<file path="config.mk">
export PLATFORM = sky130hd
export DESIGN_NAME = pipelined_addsub
export DESIGN_NICKNAME = d
export VERILOG_FILES = /design/src/rtl/addsub_pkg.sv /design/src/rtl/addsub_chunk.sv /design/src/rtl/pipelined_addsub.sv
export SDC_FILE = /design/constraint.sdc
export NUM_CORES = 1
export LEC_CHECK = 0
export CORE_AREA = 3 3 132 134
export CTS_BUF_LIST = sky130_fd_sc_hd__clkbuf_4 sky130_fd_sc_hd__clkbuf_8 sky130_fd_sc_hd__clkbuf_16
export DETAILED_ROUTE_END_ITERATION = 16
export DIE_AREA = 0 0 135 137
export PLACE_DENSITY_LB_ADDON = 0.12
export SLEW_MARGIN = 0
export SYNTH_ARGS = -nofsm -noshare
export SYNTH_HDL_FRONTEND = slang
export SYNTH_SLANG_ARGS = --single-unit
</file>
<file path="constraint.sdc">
create_clock -name clk -period 15.6 [get_ports clk]
set_input_delay 1.56 -clock clk [delete_from_list [all_inputs] [get_ports clk]]
set_output_delay 1.56 -clock clk [all_outputs]
set_load 0.01 [all_outputs]
</file>
<file path="src/rtl/addsub_pkg.sv">
// Shared types and the saturation helper for the pipelined adder/subtractor.
package addsub_pkg;

  typedef enum logic [1:0] {
    OP_ADD = 2'b00,
    OP_SUB = 2'b01,
    OP_ADC = 2'b10,
    OP_SBB = 2'b11
  } op_t;

  // Widest datapath sat_value can serve; callers pass their real width in w.
  localparam int unsigned SAT_W = 128;

  // Final-stage result selection when saturation is enabled.
  // raw is the wrapped sum (zero-extended), c the internal carry (1 = no borrow
  // for SUB/SBB), ovf the signed overflow of raw, w the datapath width.
  function automatic logic [SAT_W-1:0] sat_value(
    input logic [SAT_W-1:0] raw,
    input logic             c,
    input logic             ovf,
    input op_t              op,
    input logic             is_signed,
    input int unsigned      w
  );
    logic [SAT_W-1:0] ones;
    logic [SAT_W-1:0] smin;
    logic             sub;
    ones = (SAT_W'(1) << w) - SAT_W'(1);
    smin = SAT_W'(1) << (w - 1);
    sub  = (op == OP_SUB) || (op == OP_SBB);
    sat_value = raw;
    if (is_signed) begin
      if (ovf) begin
        // raw MSB set means the true value went past the positive limit
        sat_value = raw[w-1] ? (smin - SAT_W'(1)) : smin;
      end
    end else begin
      if (!sub && c) begin
        sat_value = ones;
      end else if (sub && !c) begin
        sat_value = '0;
      end
    end
  endfunction

endpackage

</file>
<file path="src/rtl/addsub_chunk.sv">
// Combinational C-bit adder slice: one chunk of the split carry chain.
module addsub_chunk
  import addsub_pkg::*;
#(
  parameter int unsigned C = 8
) (
  input  logic [C-1:0] x,
  input  logic [C-1:0] y,
  input  logic         ci,
  output logic [C-1:0] s,
  output logic         co,
  output logic         cm
);

  logic [C:0] sum;

  // Full C-bit add with carry-in; carry into the MSB is recovered from the sum bit.
  always_comb begin
    sum = {1'b0, x} + {1'b0, y} + (C+1)'(ci);
  end

  assign s  = sum[C-1:0];
  assign co = sum[C];
  assign cm = x[C-1] ^ y[C-1] ^ sum[C-1];

endmodule

</file>
<file path="src/rtl/pipelined_addsub.sv">
// Pipelined N-bit adder/subtractor: one carry-chain chunk per stage, shared
// advance enable for back-pressure, saturation and flags in the final stage.
module pipelined_addsub
  import addsub_pkg::*;
#(
  parameter int unsigned N      = 32,
  parameter int unsigned STAGES = 4,
  parameter int unsigned TAG_W  = 4
) (
  input  logic             clk,
  input  logic             rst,
  input  logic             in_valid,
  output logic             in_ready,
  input  logic [N-1:0]     a,
  input  logic [N-1:0]     b,
  input  logic             cin,
  input  logic [1:0]       op,
  input  logic             sat_en,
  input  logic             is_signed,
  input  logic [TAG_W-1:0] tag,
  output logic             out_valid,
  input  logic             out_ready,
  output logic [N-1:0]     result,
  output logic             carry_flag,
  output logic             ovf_flag,
  output logic             zero_flag,
  output logic             neg_flag,
  output logic [TAG_W-1:0] tag_out
);

  localparam int unsigned C = N / STAGES;
  localparam int unsigned L = STAGES - 1;

  // Stage registers: index k holds the output of stage k.
  logic             v_q   [STAGES];
  op_t              op_q  [STAGES];
  logic             sat_q [STAGES];
  logic             sgn_q [STAGES];
  logic [TAG_W-1:0] tag_q [STAGES];
  logic [N-1:0]     a_q   [STAGES];
  logic [N-1:0]     b_q   [STAGES];
  logic [N-1:0]     s_q   [STAGES];
  logic             c_q   [STAGES];
  logic             ovf_q, zero_q, neg_q;

  logic             v_d   [STAGES];
  op_t              op_d  [STAGES];
  logic             sat_d [STAGES];
  logic             sgn_d [STAGES];
  logic [TAG_W-1:0] tag_d [STAGES];
  logic [N-1:0]     a_d   [STAGES];
  logic [N-1:0]     b_d   [STAGES];
  logic [N-1:0]     s_d   [STAGES];
  logic             c_d   [STAGES];
  logic             ovf_d, zero_d, neg_d;

  // Stage inputs: ports for stage 0, previous stage registers otherwise.
  logic             st_v   [STAGES];
  op_t              st_op  [STAGES];
  logic             st_sat [STAGES];
  logic             st_sgn [STAGES];
  logic [TAG_W-1:0] st_tag [STAGES];
  logic [N-1:0]     st_a   [STAGES];
  logic [N-1:0]     st_b   [STAGES];
  logic [N-1:0]     st_s   [STAGES];
  logic             st_c   [STAGES];

  logic [C-1:0]     ch_s   [STAGES];
  logic             ch_co  [STAGES];
  logic             ch_cm  [STAGES];

  logic             adv;
  logic [N-1:0]     raw;
  logic [N-1:0]     fin;
  logic [SAT_W-1:0] sat_full;
  logic             sub_l;

  assign adv      = ~v_q[L] | out_ready;
  assign in_ready = adv;

  // Select each stage's operands; subtraction is folded in at entry as ~b plus carry-in.
  always_comb begin
    st_v[0]   = in_valid;
    st_op[0]  = op_t'(op);
    st_sat[0] = sat_en;
    st_sgn[0] = is_signed;
    st_tag[0] = tag;
    st_a[0]   = a;
    st_b[0]   = op[0] ? ~b : b;
    st_s[0]   = '0;
    st_c[0]   = 1'b0;
    case (op_t'(op))
      OP_ADD:  st_c[0] = 1'b0;
      OP_SUB:  st_c[0] = 1'b1;
      OP_ADC:  st_c[0] = cin;
      OP_SBB:  st_c[0] = ~cin;
      default: st_c[0] = 1'b0;
    endcase
    for (int unsigned k = 1; k < STAGES; k++) begin
      st_v[k]   = v_q[k-1];
      st_op[k]  = op_q[k-1];
      st_sat[k] = sat_q[k-1];
      st_sgn[k] = sgn_q[k-1];
      st_tag[k] = tag_q[k-1];
      st_a[k]   = a_q[k-1];
      st_b[k]   = b_q[k-1];
      st_s[k]   = s_q[k-1];
      st_c[k]   = c_q[k-1];
    end
  end

  for (genvar g = 0; g < STAGES; g++) begin : g_chunk
    addsub_chunk #(.C(C)) u_chunk (
      .x  (st_a[g][g*C +: C]),
      .y  (st_b[g][g*C +: C]),
      .ci (st_c[g]),
      .s  (ch_s[g]),
      .co (ch_co[g]),
      .cm (ch_cm[g])
    );
  end

  // Next-state: merge each chunk into the partial sum; the last stage
  // finishes flags and saturation and overwrites its sum/carry slots.
  always_comb begin
    for (int unsigned k = 0; k < STAGES; k++) begin
      v_d[k]   = st_v[k];
      op_d[k]  = st_op[k];
      sat_d[k] = st_sat[k];
      sgn_d[k] = st_sgn[k];
      tag_d[k] = st_tag[k];
      a_d[k]   = st_a[k];
      b_d[k]   = st_b[k];
      s_d[k]   = st_s[k];
      s_d[k][k*C +: C] = ch_s[k];
      c_d[k]   = ch_co[k];
    end
    raw      = s_d[L];
    sub_l    = (st_op[L] == OP_SUB) || (st_op[L] == OP_SBB);
    ovf_d    = ch_cm[L] ^ ch_co[L];
    sat_full = sat_value(SAT_W'(raw), ch_co[L], ovf_d, st_op[L], st_sgn[L], N);
    fin      = st_sat[L] ? sat_full[N-1:0] : raw;
    s_d[L]   = fin;
    c_d[L]   = sub_l ? ~ch_co[L] : ch_co[L];
    zero_d   = (fin == '0);
    neg_d    = fin[N-1];
  end

  // Whole pipeline advances together; nothing moves while the output is stalled.
  always_ff @(posedge clk or posedge rst) begin
    if (rst) begin
      for (int unsigned k = 0; k < STAGES; k++) begin
        v_q[k]   <= 1'b0;
        op_q[k]  <= OP_ADD;
        sat_q[k] <= 1'b0;
        sgn_q[k] <= 1'b0;
        tag_q[k] <= '0;
        a_q[k]   <= '0;
        b_q[k]   <= '0;
        s_q[k]   <= '0;
        c_q[k]   <= 1'b0;
      end
      ovf_q  <= 1'b0;
      zero_q <= 1'b0;
      neg_q  <= 1'b0;
    end else if (adv) begin
      for (int unsigned k = 0; k < STAGES; k++) begin
        v_q[k]   <= v_d[k];
        op_q[k]  <= op_d[k];
        sat_q[k] <= sat_d[k];
        sgn_q[k] <= sgn_d[k];
        tag_q[k] <= tag_d[k];
        a_q[k]   <= a_d[k];
        b_q[k]   <= b_d[k];
        s_q[k]   <= s_d[k];
        c_q[k]   <= c_d[k];
      end
      ovf_q  <= ovf_d;
      zero_q <= zero_d;
      neg_q  <= neg_d;
    end
  end

  assign out_valid  = v_q[L];
  assign result     = s_q[L];
  assign carry_flag = c_q[L];
  assign ovf_flag   = ovf_q;
  assign zero_flag  = zero_q;
  assign neg_flag   = neg_q;
  assign tag_out    = tag_q[L];

endmodule

</file>
==> results.md <==
- Sw power: about 0.94 mW
- Internal power: 1.53 mW
- Largest net degree at the start of global routing: 252
- Switching power share of the total: 38.1%
- Ranking of synthesized cells by area: dfrtp_1 54%, nand2_1 17%, o21ai_0 5.0%
- Setup crit start kind: primary input
- Critical path data required time: 14.04 ns
- IO Pins: roughly 120
- Min setup slack post-route: about 10 ns
- Buffers added on ports: approximately 120
- Sequential-to-total area share from yosys stat: 53.9%
- Die Span Y: about 140 um
- Worst VDD drop: 0.283 mV
- Total negative slack for setup checks: 0 ns
- Dominant register cell in the synthesized netlist: dfrtp_1
- Number of DRC markers in iteration 0: 537
- Transition time at the pin with the least slew margin: between 0.9 and 1 ns
- Category of the worst setup path capture point: output port
- Net count of the finished layout: 1,302
- Number of standard-cell rows in the floorplan: 47
- Power share of the clock group: 20.5%
- Largest area contributor in the netlist: dfrtp_1
- Area of the die: 18,500 um^2
- Total placed cells including tap cells: 1,381
- Hpwl dp: 12,700 um
- Post-Synthesis Cell Area: approximately 10000 um^2
- Crit path kind: primary input to output port
- Maximum buffer depth of the clock tree: 3
- Starting Density: between 50 and 60%
- Detailed-route via count: 7,355
- Number of global-route vias before repair: 6,853
- Number of enable-type register cells in the synthesized netlist: 0
- Average instance area after synthesis: a little under 9 um^2
- Maximum net fanout on the critical path: 251
- Wire length of the first global-routing pass: 33,300 um
- Count of cell types in the netlist: 50
- TritonCTS clock tree: yes
- H-tree level count: 1
- Slew Limit Fails: 0
- Final wirelength: a little under 20,000 um
- Number of standard cells after synthesis: ~1,100
- Path type of the worst min-delay path: register to register
- Crit path time final: 5.56 ns
- Number of buffers added by the clock tree synthesis step: 23
- Max-cap violations: 0
- Final weighted congestion in routability-driven placement: 0.851
- Yosys synthesis warning count: 0
- Peak clock frequency supported by timing: 180 MHz
- Final non-filler cell total: 1,419
- DR vias/cell: 5.18
- Share of synthesized flip-flops with an asynchronous set or reset: 100%
- Clock tree root buffer cell: clkbuf_16
- Remaining global-route overflow: 0
- Final clock period utilization by the worst path: 35.6%
- Unrepaired setup endpoints after global routing: no
- Antenna violations before repair: 0
- Routed wirelength normalized by instance count: 13.7 um
- Ratio of total power to cell area: 209 nW/um^2
- Status: complete, no violations
- Clk Latency, worst-skew pair: about 0.49 ns
- Clock tree skew after final layout: 0.00836 ns
- Final antenna diode count: 0
- Final setup violating endpoints: 0
- Total track usage: 21.7%
- Syn nets: 1,215
- Post-CTS Repair Setup Buffers: 0
- Number of synthesized register bits: 211
- Pre-CTS WS: between 9 and 10 ns
- Dominant cell by count in the synthesized netlist: nand2_1
- Worst max-slew margin expressed relative to the limit: 33.5%
- Clock slew at the register clock pins of the worst setup and hold paths: 0.06 ns
- Detailed Routing Iterations Pass 1: 5
- Proportion of layout cells with a drive suffix above 1: 4.84%
- Top post-synthesis cells by count: 444 x nand2_1, 211 x dfrtp_1, 98 x o21ai_0, 50 x clkbuf_1, 39 x nor2_1
- Die X: 135 um
- Total of cells resized after clock tree synthesis: 0
- Synth top area share: 53.9%
- Combinational fraction of design power: 41.0%
- Sequential group share of total power: 38.5%
- Data arrival, critical path: 4.00 ns
- Area delta synth->final: 20.2%
- CTS sink count: 211
- Placeable core area: 16,400 um^2
- Hold violation count in the final report: 0
- Static Leakage: between 5 and 6 nW
- Final routed DRC violation total: 0
- Post-route ant nets: 0
- # hold bufs at CTS: 0
-- worst paths after layout --
path                       slack (ns)          to  cells after the start        from
hold / removal                   0.46  tag_out[3]                      2  tag_out[3]
min in group asynchronous        1.68     b_d[75]                      2         rst
setup reg to reg                12.24   zero_flag                     14     a_d[24]
max in group asynchronous       12.50    ovf_flag                      3         rst
setup / recovery                10.04    in_ready                      5   out_ready
hold reg to reg                  0.46  tag_out[3]                      2  tag_out[3]
-- kinds of logic (layout without fill, tap and decap cells) --
logic type / count (synthesis) / after routing / share of synthesized area, %
muxes: 1 / 1 / 0.115
DFF: 211 / 211 / 53.9
AOI/OAI and AO/OA: 193 / 193 / 11.9
xor gates and xnor gates: 47 / 47 / 4.20
and+or+nand+nor: 515 / 515 / 20.6
adders and majority gates: 39 / 39 / 5.59
buffers and inverters: 93 / 193 / 3.71
-- final cells by class --
cell class                 count  area (um^2)
inverter                      32          130
timing repair buffer         123         1230
tap                          220          275
fill                        1275         4620
clock buffer                  35          678
multi-input combinational    795         4170
clock inverter                 3         21.3
sequential                   211         5280
-- flip-flops by register name, summed over array words and instances (netlist names) --
name,count
out_valid,1
zero_flag,1
s_d,24
raw,24
st_v,3
c_q,3
result,32
carry_flag,1
op_d,3
ovf_flag,1
sgn_d,3
st_tag,12
sat_d,3
a_d,48
b_d,48
tag_out,4
-- layer usage --
metal,wire (um),up-vias,GRT usage (%)
met5,0,-,0
met4,349,0,5.26
met3,811,33,2.90
met2,8620,153,33.2
met1,9610,3449,33.1
li1,-,3720,-
-- metrics by stage --
stage               instance area (um^2)  power [mW]  hold slack [ns]  utilization, %
floorplan                           9800        1.63            0.430               -
global placement                   11100        1.94            0.448            67.6
detailed placement                 11100        1.97            0.455            67.6
CTS                                11800        2.48            0.468            71.8
global route                       11800        2.67            0.483            71.8
finish                             11800        2.46            0.461            71.8
-- power by group through the flow --
| stage | clock network (mW) | registers, mW | logic (mW) |
|---|---|---|---|
| 6_report | 0.505 | 0.949 | 1.01 |
| 5_1_grt | 0.538 | 0.982 | 1.15 |
| 4_1_cts | 0.513 | 0.951 | 1.02 |
| 3_5_place_dp | 0 | 0.958 | 1.01 |
| 3_3_place_gp | 0 | 0.953 | 0.985 |
| 2_1_floorplan | 0 | 0.931 | 0.698 |
-- critical path, cell delays in order --
cell and delay (ns):
clkdlybuf4s50_1 0.44, nor2b_4 0.14, buf_12 0.65, inv_4 0.51, clkdlybuf4s50_1 0.62
-- layout by cell type (no fill, tap or decap), types with 3 or more instances in the layout --
cell type | synthesis | routed
nand2_1 | 444 | 444
dfrtp_1 | 211 | 211
clkdlybuf4s50_1 | 0 | 117
o21ai_0 | 98 | 98
nor2_1 | 39 | 39
a21oi_1 | 35 | 35
xnor2_1 | 34 | 34
ha_1 | 31 | 31
inv_1 | 30 | 29
clkbuf_16 | 0 | 23
o31ai_1 | 14 | 14
xor2_1 | 13 | 13
clkbuf_4 | 0 | 10
nor4_1 | 8 | 8
fa_1 | 8 | 8
nor2b_1 | 8 | 7
a211oi_1 | 7 | 7
a21boi_0 | 6 | 6
a21o_1 | 5 | 5
nand2b_1 | 5 | 5
o21ai_1 | 5 | 5
buf_4 | 3 | 4
nor3b_1 | 3 | 3
(Power assumes the default switching activity.)
